File: src/rtl/pipe_stage_reg.sv
// Inter-stage pipeline register with valid/flush handling, bubble insertion on
// upstream stalls, and saturating bubble/hold perf counters.
module pipe_stage_reg #(
    parameter int unsigned DATA_W       = 32,
    parameter int unsigned WE_W         = 2,
    parameter int unsigned STALL_W      = 6,
    parameter int unsigned STAGE        = 3,
    parameter int unsigned ZERO_PAYLOAD = 1,
    parameter int unsigned CNT_W        = 16
) (
    input  logic               clk,
    input  logic               rst,
    input  logic [STALL_W-1:0] stall,
    input  logic               flush,
    input  logic               in_valid,
    input  logic [WE_W-1:0]    in_we,
    input  logic [DATA_W-1:0]  in_data,
    output logic               out_valid,
    output logic [WE_W-1:0]    out_we,
    output logic [DATA_W-1:0]  out_data,
    input  logic               cnt_clr,
    output logic [CNT_W-1:0]   bubble_cnt,
    output logic [CNT_W-1:0]   hold_cnt
);

    generate
        if (STAGE >= STALL_W || DATA_W < 1 || WE_W < 1 || CNT_W < 2) begin : g_param_check
            $error("pipe_stage_reg: illegal parameter combination");
        end
    endgenerate

    logic up_stall;
    logic dn_stall;
    logic unused_stall;

    assign up_stall     = stall[STAGE];
    assign unused_stall = ^stall;

    // The last stage in the vector has no downstream stall source.
    generate
        if (STAGE + 1 < STALL_W) begin : g_dn_stall
            assign dn_stall = stall[STAGE+1];
        end else begin : g_no_dn_stall
            assign dn_stall = 1'b0;
        end
    endgenerate

    logic              valid_d;
    logic [WE_W-1:0]   we_d;
    logic [DATA_W-1:0] data_d;
    logic              bubble_inc;
    logic              hold_inc;
    logic [CNT_W-1:0]  bubble_d;
    logic [CNT_W-1:0]  hold_d;

    // Flush and bubble share the same output effect; only a bubble is counted.
    always_comb begin
        valid_d    = out_valid;
        we_d       = out_we;
        data_d     = out_data;
        bubble_inc = 1'b0;
        hold_inc   = 1'b0;
        if (flush || (up_stall && !dn_stall)) begin
            valid_d    = 1'b0;
            we_d       = '0;
            bubble_inc = !flush;
            if (ZERO_PAYLOAD != 0) begin
                data_d = '0;
            end
        end else if (!up_stall) begin
            valid_d = in_valid;
            we_d    = in_we & {WE_W{in_valid}};
            data_d  = in_data;
        end else begin
            hold_inc = 1'b1;
        end
    end

    // Clear wins over increment; increments stop at all-ones.
    always_comb begin
        bubble_d = bubble_cnt;
        hold_d   = hold_cnt;
        if (cnt_clr) begin
            bubble_d = '0;
            hold_d   = '0;
        end else begin
            if (bubble_inc && (bubble_cnt != {CNT_W{1'b1}})) begin
                bubble_d = bubble_cnt + CNT_W'(1);
            end
            if (hold_inc && (hold_cnt != {CNT_W{1'b1}})) begin
                hold_d = hold_cnt + CNT_W'(1);
            end
        end
    end

    always_ff @(posedge clk) begin
        if (!rst) begin
            out_valid  <= 1'b0;
            out_we     <= '0;
            out_data   <= '0;
            bubble_cnt <= '0;
            hold_cnt   <= '0;
        end else begin
            out_valid  <= valid_d;
            out_we     <= we_d;
            out_data   <= data_d;
            bubble_cnt <= bubble_d;
            hold_cnt   <= hold_d;
        end
    end

endmodule

File: config.mk
export PLATFORM = sky130hd
export DESIGN_NAME = pipe_stage_reg
export DESIGN_NICKNAME = d
export VERILOG_FILES = /design/src/rtl/pipe_stage_reg.sv
export SDC_FILE = /design/constraint.sdc
export NUM_CORES = 1
export LEC_CHECK = 0
export ABC_AREA = 1
export CAP_MARGIN = 20
export CORE_ASPECT_RATIO = 1.4
export CORE_MARGIN = 5
export CORE_UTILIZATION = 40
export DETAILED_ROUTE_END_ITERATION = 7
export PLACE_DENSITY = 0.72
export SLEW_MARGIN = 20
export SYNTH_ARGS = -nofsm -noshare
export SYNTH_HDL_FRONTEND = slang
export SYNTH_SLANG_ARGS = --single-unit
File: constraint.sdc
create_clock -name clk -period 3.9 [get_ports clk]
set_input_delay 0.78 -clock clk [delete_from_list [all_inputs] [get_ports clk]]
set_output_delay 0.78 -clock clk [all_outputs]
set_load 0.02 [all_outputs]
# ---- Yosys cells after proc, flatten, opt, wreduce, memory -nomap -nowiden
# Cells that the tools add are included.
dict set report classes {
  addsub 2
  multipliers 0
  div 0
  n_lt_le_gt_ge 0
  eq_ne 2
  shifts 0
  mux 3
  n_bitwise 2
  n_reduce_logical 8
}
# cell n
set ops {}
lappend ops {{$add 16x1->16 const B} 2}
lappend ops {{$ne 16x16->1 const B} 2}
lappend ops {{$reduce_or 2->1} 2}
lappend ops {{$logic_and 1x1->1} 3}
lappend ops {{$mux 1} 3}
lappend ops {{$and 2x2->2} 1}
lappend ops {{$logic_not 1->1} 2}
lappend ops {{$logic_or 1x1->1} 1}
lappend ops {{$not 1->1} 1}
dict set report totals {
  register_bits 67
  latchBits 0
  ram_bits 0
  romBits 0
  elab_cells 22
  n_memories 0
}

# ---- Logic depth before layout (Yosys ltp)
# Gate-level depths: netlist of run 1.
dict set report logic_depth {
  word_depth 5
  mapped_depth 10
  depth_no_buf 10
}

# ---- Worst setup path after synthesis of run 1
# OpenSTA, ideal clock, no wires.
dict set report synth_timing {
  path_type {input to register}
  start {input port flush}
  end {register bubble_cnt[7]}
  setup_time_ns 0.115
  arrival_time_ns 1.502
  required_time_ns 3.785
  setup_slack_ns 2.283
  path_stages 8
  n_path_buf 0
  cell_sequence {inv_2 > nand3_2 > nor2_4 > nand2_2 > nor2_2 > nand3_1 > nand2_1 > nor2_1}
}
dict set report synth_between {
  elab_chain_cells 3
}
# item line_no
set synth_rtl {}
lappend synth_rtl {{start: declaration} 14} ;# input logic flush,
lappend synth_rtl {{$logic_not 1->1 or $logic_or 1x1->1 (tied branches)} {66, 63}}
lappend synth_rtl {{$mux 1 *} 63} ;# if (flush || (up_stall && !dn_stall)) begin
lappend synth_rtl {{$logic_and 1x1->1 *} 87} ;# if (bubble_inc && (bubble_cnt != {CNT_W{1'b1}})) begin
lappend synth_rtl {{end signal: assignment} 107} ;# bubble_cnt <= bubble_d;
lappend synth_rtl {{end: declaration} 22} ;# output logic [CNT_W-1:0] bubble_cnt,
# Mark *: on every way between the ends. The rest lies on a longest branch, timed or not.
# A chain may end at the register's enable or synchronous reset.

# ---- Final worst setup path of run 1
dict set report layout_timing {
  start {register bubble_cnt[13]}
  end {output port bubble_cnt[13]}
}
# No word-level cell between the ends.

==> results of run 1 <==
==> worst register-to-register path, cell delays in order (launching register included) <==
cell     delay [ns]
dfxtp_1        0.41
ha_1           0.25
inv_1          0.11
nor2_2         0.18
nand4_1        0.39
a21oi_1        0.28
nor2_1         0.06
==> power by group through the flow <==
| stage | combinational, uW | sequential, uW | clock [uW] |
|---|---|---|---|
| 2_1_floorplan | 51.1 | 729 | 0 |
| 3_3_place_gp | 136 | 716 | 0 |
| 3_5_place_dp | 138 | 717 | 0 |
| 4_1_cts | 138 | 701 | 661 |
| 5_1_grt | 150 | 702 | 689 |
| 6_report | 137 | 701 | 638 |
==> final cells by class <==
cell class	instances	area, um2	area share, %
Multi-Input combinational cell	349	1660	36.4
Inverter	31	118	2.58
Sequential cell	67	1340	29.4
Tap cell	100	125	2.74
Clock inverter	4	73.8	1.62
Timing Repair Buffer	111	1100	24.1
Clock buffer	12	145	3.18
==> Yosys cell counts, types with 3 or more instances <==
cell,instances
a21oi_1,48
buf_2,10
clkbuf_1,3
dfxtp_1,67
inv_1,25
inv_2,5
nand2_1,150
nand2_2,6
nand3_1,22
nand3_2,4
nand4_1,9
nor2_1,74
nor2_2,14
nor2_4,7
==> per-layer routing <==
metal	wire, um	share of wire, %
met3	585	6.9
met5	0	0
met2	4370	52
met4	229	2.7
met1	3280	39
==> per-stage QoR <==
stage | worst slack [ns] | instance area (um2) | instances | power (uW)
global route | 1.60 | 4560 | 674 | 1540
detailed placement | 1.39 | 4350 | 658 | 855
global placement | 1.41 | 4350 | 658 | 852
floorplan | 2.28 | 3200 | 462 | 780
CTS | 1.65 | 4560 | 674 | 1500
finish | 1.68 | 4560 | 674 | 1480
==> how the worst min path moves through the flow <==
stage                 start      endpoint  slack (ns)  cells after the start
6_report       out_data[31]  out_data[31]        0.46                      2
3_3_place_gp    out_data[4]   out_data[4]        0.44                      2
2_1_floorplan   out_data[4]   out_data[4]        0.53                      2
3_5_place_dp    out_data[6]   out_data[6]        0.45                      2
5_1_grt         out_data[6]   out_data[6]        0.48                      2
4_1_cts         out_data[6]   out_data[6]        0.47                      2
==> cell families (layout without fill, tap and decap cells) <==
logic type | count (synthesis) | count (layout) | share of synthesized area [%]
xor+xnor | 2 | 2 | 0.547
buf+inv | 46 | 158 | 6.29
compound gates | 52 | 52 | 8.60
fa+ha+maj | 2 | 2 | 0.782
simple gates | 293 | 293 | 41.9
flops | 67 | 67 | 41.9
==> sequential cells by signal (all words and copies together), names as in the netlist <==
register,cells
out_we,2
bubble_cnt,16
hold_cnt,16
out_valid,1
out_data,32
==> results by group, run 1 <==
Yosys
  – Post-synth EDFFs: 0
  – Mean area per synthesized cell: 6.93 um2
  – Synth warnings: 0
  – Synth top area cells: dfxtp_1 42%, nand2_1 18%, nor2_1 8.7%
  – Yosys reg bits: 67
  – Gate Count Post-Synth: 462
  – Yosys top cell by area: dfxtp_1
  – Primary FF master, synth: dfxtp_1
  – Share of the synthesized area in the top cell type: 41.9%
  – Ys async rst share: 0%
  – Post-Syn Nets: 509
  – Seq/Total Area, Yosys: 41.9%
  – Synthesized cell area: 3200 um2
  – Yosys cell types: 28

Critical path
  – Slowest cell on the critical path: clkdlybuf4s50_1
  – Critical Path AT: 1.44 ns
  – Setup crit start kind: flop
  – CP peak stage delay: 0.65 ns
  – R2R depth: 6
  – Reg2reg end: bubble_cnt[10]
  – Worst R2R Setup Slack: 2.11 ns
  – Start point of the critical path: bubble_cnt[13]
  – CP Max Fanout: 6
  – Critical Path Sink: bubble_cnt[13]
  – WP data required: 3.12 ns
  – Delay-heaviest family, CP: buffers and inverters
  – R2R Path Start: bubble_cnt[0]
  – Crit path kind: flop to output port
  – Worst path depth: 1
  – Setup crit end kind: output port
  – Crit path buffers/inverters: 1
  – CP cell instances: clkdlybuf4s50_1

STA
  – Max-slew violations: 0
  – Final period util: 56.8%
  – Min Tclk post-route: 2.22 ns
  – Final setup fails: 0
  – Worst-Margin Slew: 0.475 ns
  – Slew headroom: 68.2%
  – Setup total negative slack: 0 ns
  – Clk_skew: 0.00873 ns
  – Fin. Hold Viols: 0
  – RSZ-0062 raised after global routing: no
  – Hold slack: 0.465 ns
  – Max Fclk: 451 MHz

Outcome
  – Status: finished, final reports clean

Power and ir drop
  – Gate power share: 9.3%
  – LEAKAGE: 0.00169 uW
  – Switching share of power: 22.6%
  – Seq pwr share: 47.5%
  – Clk pwr share: 43.2%
  – Power per Cell Area: 323 nW/um2
  – Net switching power figure: 333 uW
  – Worst vdd ir: 0.000224 V
  – Power Internal: 1140 uW

Final layout
  – Layout net count: 616
  – Area Growth Syn to Fin: 42.6%
  – Most frequent cells in the layout: 150 x nand2_1, 107 x clkdlybuf4s50_1, 73 x nor2_1
  – Share of cells above drive strength 1: 10.6%
  – Diode count: 0
  – FILL cells: 772
  – Leading cell type in the layout, fill and taps excluded: nand2_1
  – Post-layout util: 58.5%

GRT
  – Met2 usage: 33.4%
  – Busiest grt layer: met2
  – First-pass GRT wire length: 14.4 mm
  – Grt total ovfl: 0
  – Largest net degree at the start of global routing: 37
  – Met3 Use GR: 5.62%
  – Vias in the first global route: 3215
  – Initial antenna violation count: 0
  – Total Routing Usage GR: 18.0%
  – Global Route met1 Usage: 18.4%

Route
  – Post-route ant nets: 0
  – WL final: 8.46 mm
  – Vias after detailed routing: 3226
  – Initial DRC Count: 196
  – Drt first pass iters: 4
  – Routed len/inst: 12.6 um
  – Avg Vias per Cell: 4.79
  – Post-route DRC: 0

Floorplan
  – Full die area: 9920 um2
  – Initial core utilization: 41.0%
  – IO Pins: 112
  – Row count: 38
  – Die span in x: 85.6 um
  – Die Y-Extent: 116 um
  – Core region area: 7800 um2

Placement
  – DPL Wire Length: 6.48 mm
  – Port buffer count: 107
  – Gpl congestion: 0.901

Clocking
  – Later-pin clock latency in the skew report: 0.34 ns
  – Post-CTS Setup Repair Bufs: 0
  – Clock sink count: 67
  – CTS Buf Count: 9
  – CTS tree: built
  – CTS Hold Bufs: 0
  – Clk root buf: clkbuf_8
  – CTS clk-pin slew, worst paths: 0.07 ns
  – H-tree depth: 3
  – # resized after CTS: 0
  – CTS max path bufs: 2

Worst hold path
  – Min-delay worst type: flop to flop

Run
  – Max-Cap Viols: 0
(Power assumes the default switching activity.)
==> inputs of run 2 (changes only) <==
==> constraint.sdc (replaced) <==
create_clock -name clk -period 2.31 [get_ports clk]
set_input_delay 0.462 -clock clk [delete_from_list [all_inputs] [get_ports clk]]
set_output_delay 0.462 -clock clk [all_outputs]
set_load 0.02 [all_outputs]
==> run 2 against run 1 <==
Effect of this change:
- largest cell class unchanged
- critical path depth did not move
- utilization fell by 0.30 points
- clock skew fell by 0.0027 ns
- via count rose by 0.65%
- critical endpoint is now hold_cnt[6]
- total power rose by 60%
==> results by group, run 2 (same netlist as run 1, synthesis figures left out) <==
Clocking
  – Clk root buf: clkbuf_8
  – CTS tree: built
  – Post-CTS Setup Repair Bufs: 0 (unchanged)
  – CTS Hold Bufs: 0 (unchanged)
  – CTS clk-pin slew, worst paths: 0.07 ns (about the same)
  – # resized after CTS: 0 (unchanged)
  – H-tree depth: 3 (unchanged)
  – CTS Buf Count: 9 (unchanged)
  – CTS max path bufs: 2 (unchanged)
  – Later-pin clock latency in the skew report: 0.34 ns (about the same)
  – Clock sink count: 67 (unchanged)

GRT
  – Initial antenna violation count: 0 (unchanged)
  – First-pass GRT wire length: 14.2 mm (-0.91%)
  – Vias in the first global route: 3189 (-0.81%)
  – Total Routing Usage GR: 18.1% (+0.11 points)
  – Largest net degree at the start of global routing: 37 (unchanged)
  – Grt total ovfl: 0 (unchanged)

Power and ir drop
  – Total Power: 2360 uW (+60%)
  – Power per Cell Area: 520 nW/um2 (+61%)
  – Clk pwr share: 40.0% (-3.2 points)
  – Gate power share: 9.9% (+0.6 points)
  – Net switching power figure: 540 uW (+62%)
  – Switching share of power: 22.9% (+0.30 points)
  – Power Internal: 1820 uW (+59%)
  – Worst vdd ir: 0.000444 V (+98%)
  – Seq pwr share: 50.2% (+2.7 points)
  – LEAKAGE: 0.00168 uW (-0.68%)

Placement
  – Pre-CTS setup slack: 0.257 ns (-1.13 ns)
  – Dpl cell area: 4350 um2 (+0.17%)
  – Gpl congestion: 0.910 (+1.1%)
  – DPL Wire Length: 6.38 mm (-1.6%)
  – Port buffer count: 107 (unchanged)

Final layout
  – Leading registers by flop count: out_data x32, bubble_cnt x16, hold_cnt x16
  – Layout net count: 617 (+0.16%)
  – Diode count: 0 (unchanged)
  – Leading cell type in the layout, fill and taps excluded: nand2_1
  – Area Growth Syn to Fin: 41.9%
  – Post-layout util: 58.2% (-0.30 points)
  – Most frequent cells in the layout: 150 x nand2_1, 107 x clkdlybuf4s50_1, 73 x nor2_1
  – Design Area, Final: 4540 um2 (-0.52%)
  – Largest register FFs: 32 (unchanged)
  – Share of cells above drive strength 1: 10.4% (-0.19 points)
  – Top reg by flops: out_data

STA
  – Min Tclk post-route: 1.91 ns
  – Clk_skew: 0.00606 ns (-0.00267 ns)
  – Slew headroom: 70.2% (+2.0 points)
  – RSZ-0062 raised after global routing: no
  – Max Fclk: 523 MHz
  – Final WS setup: 0.399 ns (-1.28 ns)
  – Final setup fails: 0 (unchanged)
  – Setup total negative slack: 0 ns (unchanged)
  – Fin. Hold Viols: 0 (unchanged)
  – Final period util: 82.7%
  – Worst-Margin Slew: 0.445 ns (-0.0301 ns)
  – Max-slew violations: 0 (unchanged)

Worst hold path
  – Min-delay worst type: flop to flop
  – Hold path depth: 2 (unchanged)

Critical path
  – Crit path buffers/inverters: 1 (unchanged)
  – Start point of the critical path: hold_cnt[6]
  – Slowest cell on the critical path: clkdlybuf4s50_1
  – CP Max Fanout: 6 (unchanged)
  – CP peak stage delay: 0.65 ns (about the same)
  – R2R depth: 6 (unchanged)
  – Setup crit end kind: output port
  – CP cell instances: clkdlybuf4s50_1
  – Worst path depth: 1 (unchanged)
  – Setup crit start kind: flop
  – Crit path kind: flop to output port
  – WP data required: 1.85 ns (-1.27 ns)
  – Reg2reg end: bubble_cnt[7]
  – R2R Path Start: bubble_cnt[0]
  – Delay-heaviest family, CP: buffers and inverters
  – Critical Path AT: 1.45 ns (about the same)
  – Critical Path Sink: hold_cnt[6]
  – Worst R2R Setup Slack: 0.48 ns (-1.63 ns)

Route
  – Vias after detailed routing: 3247 (+0.65%)
  – Initial DRC Count: 190 (-3.1%)
  – Post-route DRC: 0 (unchanged)
  – Post-route ant nets: 0 (unchanged)
  – Drt first pass iters: 4 (unchanged)
  – WL final: 8.49 mm (+0.33%)
  – Routed len/inst: 12.6 um (+0.18%)
  – Avg Vias per Cell: 4.81 (+0.50%)

Floorplan
  – Die Y-Extent: 116 um (unchanged)
  – Die span in x: 85.6 um (unchanged)
  – Core region area: 7800 um2 (unchanged)
  – Full die area: 9920 um2 (unchanged)
  – Initial core utilization: 41.0% (unchanged)
  – IO Pins: 112 (unchanged)
  – Row count: 38 (unchanged)

Run
  – Max-Cap Viols: 0 (unchanged)

Outcome
  – Status: finished, final reports clean
-- run 2: worst min path at each step --
stage | from | end | slack (ns)
floorplan | out_data[4] | out_data[4] | 0.53
finish | out_data[17] | out_data[17] | 0.46
detailed placement | out_data[6] | out_data[6] | 0.45
global placement | out_data[4] | out_data[4] | 0.44
CTS | out_data[17] | out_data[17] | 0.46
global route | out_data[6] | out_data[6] | 0.48
-- run 2: metrics by stage --
step	hold WS, ns	cells
after CTS	0.465	675
final	0.463	675
after floorplan	0.533	462
after detailed placement	0.454	659
after global routing	0.480	675
after global placement	0.444	659
-- run 2: layer usage --
| metal | GRT usage (%) | vias up | routed length, um |
|---|---|---|---|
| met5 | 0 | - | 0 |
| met4 | 10.8 | 0 | 284 |
| met3 | 6.83 | 21 | 642 |
| met2 | 32.6 | 90 | 4320 |
| met1 | 17.5 | 1463 | 3240 |
| li1 | - | 1673 | - |
-- run 2: power by group through the flow --
| stage | combinational [uW] | clock (uW) | sequential [uW] |
|---|---|---|---|
| 2_1_floorplan | 86.3 | 0 | 1230 |
| 3_3_place_gp | 231 | 0 | 1210 |
| 5_1_grt | 256 | 1030 | 1190 |
| 6_report | 233 | 944 | 1180 |
| 4_1_cts | 236 | 977 | 1180 |
| 3_5_place_dp | 235 | 0 | 1210 |
-- run 2: layout make-up --
cell class | instances | area (um2)
clock buffers | 14 | 153
clock inverters | 2 | 35.0
flip-flops and latches | 67 | 1340
fillers | 783 | 3260
inverters | 31 | 118
multi-input cells | 349 | 1660
well taps | 100 | 125
repair buffers | 112 | 1110
==> inputs of run 3 (changes only) <==
--- a/config.mk
+++ b/config.mk
@@ -11,7 +11,7 @@
 export CORE_MARGIN = 5
 export CORE_UTILIZATION = 40
 export DETAILED_ROUTE_END_ITERATION = 7
-export PLACE_DENSITY = 0.72
+export PLACE_DENSITY = 0.75
 export SLEW_MARGIN = 20
 export SYNTH_ARGS = -nofsm -noshare
 export SYNTH_HDL_FRONTEND = slang
==> constraint.sdc (replaced) <==
create_clock -name clk -period 1.66 [get_ports clk]
set_input_delay 0.332 -clock clk [delete_from_list [all_inputs] [get_ports clk]]
set_output_delay 0.332 -clock clk [all_outputs]
set_load 0.02 [all_outputs]
==> run 3 against run 2 <==
Effect of this change:
- sequential power increased by 40%
- total power increased by 36%
- final cell count increased by 1.6%
- hold slack got worse by 0.0049 ns
- critical path type is now flop to flop
- critical endpoint is now bubble_cnt[11]
- highest routed layer unchanged
==> results by group, run 3 (same netlist as run 1, synthesis figures left out) <==
STA
  – Max-slew violations: 0 (unchanged)
  – Slew headroom: 76.7% (+6.4 points)
  – Final setup fails: 0 (unchanged)
  – Worst-Margin Slew: 0.347 ns (-0.0979 ns)
  – Min Tclk post-route: 1.55 ns
  – Setup total negative slack: 0 ns (unchanged)
  – Hold slack: 0.458 ns (-0.00486 ns)
  – Max Fclk: 647 MHz
  – Fin. Hold Viols: 0 (unchanged)
  – RSZ-0062 raised after global routing: no
  – Clk_skew: 0.00783 ns (+0.00176 ns)
  – Final period util: 93.2%

Critical path
  – Worst R2R Setup Slack: 0.11 ns (-0.37 ns)
  – Reg2reg end: bubble_cnt[11]
  – Setup crit start kind: flop
  – CP cell instances: ha_2 > inv_1 > nor2_2 > nand4_1 > buf_4 > a21oi_1 > nor2_1
  – Setup crit end kind: flop
  – Slowest cell on the critical path: dfxtp_1
  – R2R Path Start: bubble_cnt[1]
  – R2R depth: 7 (+1)
  – Critical Path AT: 1.78 ns (+0.33 ns)
  – CP Max Fanout: 11 (+5)
  – CP peak stage delay: 0.40 ns (-0.25 ns)
  – WP data required: 1.90 ns (+0.05 ns)
  – Crit path kind: flop to flop

Floorplan
  – Initial core utilization: 41.0% (unchanged)
  – Die span in x: 85.6 um (unchanged)
  – Row count: 38 (unchanged)
  – Die Y-Extent: 116 um (unchanged)
  – IO Pins: 112 (unchanged)
  – Core region area: 7800 um2 (unchanged)
  – Full die area: 9920 um2 (unchanged)

Final layout
  – Area Growth Syn to Fin: 45.7%
  – Share of cells above drive strength 1: 13.0% (+2.5 points)
  – Leading registers by flop count: out_data x32, bubble_cnt x16, hold_cnt x16
  – Design Area, Final: 4660 um2 (+2.7%)
  – Largest register FFs: 32 (unchanged)
  – Most frequent cells in the layout: 150 x nand2_1, 73 x nor2_1, 66 x dfxtp_1
  – Final cell count without fillers: 686 (+1.6%)
  – Leading cell type in the layout, fill and taps excluded: nand2_1
  – Diode count: 0 (unchanged)
  – FILL cells: 763 (-2.6%)
  – Top reg by flops: out_data
  – Layout net count: 628 (+1.8%)

Outcome
  – Status: finished, final reports clean

Worst hold path
  – Worst hold start: out_data[4]
  – Min-delay worst type: flop to flop
  – Hold path endpoint: out_data[4]
  – Hold path depth: 2 (unchanged)

Clocking
  – CTS tree: built
  – Clock sink count: 67 (unchanged)
  – H-tree depth: 3 (unchanged)
  – # resized after CTS: 43 (+43)
  – CTS Hold Bufs: 0 (unchanged)
  – CTS max path bufs: 2 (unchanged)
  – Post-CTS Setup Repair Bufs: 0 (unchanged)
  – CTS Buf Count: 9 (unchanged)
  – Clk root buf: clkbuf_8
  – CTS clk-pin slew, worst paths: 0.07 ns (about the same)
  – Later-pin clock latency in the skew report: 0.34 ns (about the same)

Route
  – Avg Vias per Cell: 4.83 (+0.43%)
  – Drt first pass iters: 4 (unchanged)
  – WL final: 8.57 mm (+0.90%)
  – Initial DRC Count: 176 (-7.4%)
  – Routed len/inst: 12.5 um (-0.72%)
  – Post-route DRC: 0 (unchanged)
  – Post-route ant nets: 0 (unchanged)
  – Vias after detailed routing: 3314 (+2.1%)

GRT
  – Vias in the first global route: 3194 (+0.16%)
  – Largest net degree at the start of global routing: 36 (-2.7%)
  – Grt total ovfl: 0 (unchanged)
  – First-pass GRT wire length: 14.3 mm (+0.15%)
  – Initial antenna violation count: 0 (unchanged)
  – Total Routing Usage GR: 18.1% (-0.056 points)

Placement
  – Gpl congestion: 0.865 (-4.9%)
  – Port buffer count: 107 (unchanged)
  – Dpl cells: 670 (+1.7%)
  – Dpl cell area: 4470 um2 (+2.8%)
  – DPL Wire Length: 6.54 mm (+2.5%)

Power and ir drop
  – LEAKAGE: 0.00237 uW (+41%)
  – Worst vdd ir: 0.000465 V (+4.7%)
  – Total Power: 3210 uW (+36%)
  – Power per Cell Area: 687 nW/um2 (+32%)

Run
  – Max-Cap Viols: 0 (unchanged)
==> run 3: changes by cell type in the layout (fill, tap and decap cells not counted), moves of 2 or more <==
cell	delta
dlymetal6s2s_1	+24
buf_4	+8
buf_12	+3
clkinvlp_4	+2
dlygate4sd2_1	+43
clkdlybuf4s50_1	-67
clkbuf_1	-3
==> run 3: layout make-up <==
cell class	instances	area [um2]	area share [%]
well taps	100	125	2.68
flip-flops and latches	67	1340	28.8
clock buffers	11	141	3.03
clock inverters	5	37.5	0.805
multi-input cells	349	1660	35.7
repair buffers	123	1230	26.5
inverters	31	118	2.52
==> run 3: stage by stage <==
stage               setup WS, ns  utilization [%]
floorplan                  0.131                -
global placement          -0.176             57.4
detailed placement        -0.212             57.4
CTS                     0.000529             59.0
global route             0.00162             59.8
finish                     0.113             59.8
==> run 3: how the worst max path moves through the flow <==
stage / start / endpoint / slack (ns)
2_1_floorplan: bubble_cnt[0] / bubble_cnt[7] / 0.13
3_3_place_gp: stall[3] / bubble_cnt[13] / -0.18
3_5_place_dp: stall[4] / bubble_cnt[13] / -0.21
4_1_cts: out_valid / out_valid / 0.0005
5_1_grt: bubble_cnt[1] / bubble_cnt[11] / 0.002
6_report: bubble_cnt[1] / bubble_cnt[11] / 0.11
==> run 3: power by group <==
group	switching [uW]	total, uW	internal, uW
registers	14.2	1650	1630
clock network	631	1220	588
logic	164	341	176
==> run 3: metal layers <==
metal	vias up	part of all wire (%)	GRT usage, %
met3	22	6.8	6.12
met1	1494	39	17.8
met4	0	2.7	9.40
li1	1704	-	-
met2	94	51	33.3
met5	-	0	0
==> run 3: critical path: cells and delay by family, from the launching register on <==
| kind | cells | cell delay [ns] |
|---|---|---|
| DFF | 1 | 0.40 |
| and+or+nand+nor | 3 | 0.38 |
| buffers and inverters | 2 | 0.27 |
| AOI/OAI and AO/OA | 1 | 0.14 |
| adders and majority gates | 1 | 0.24 |
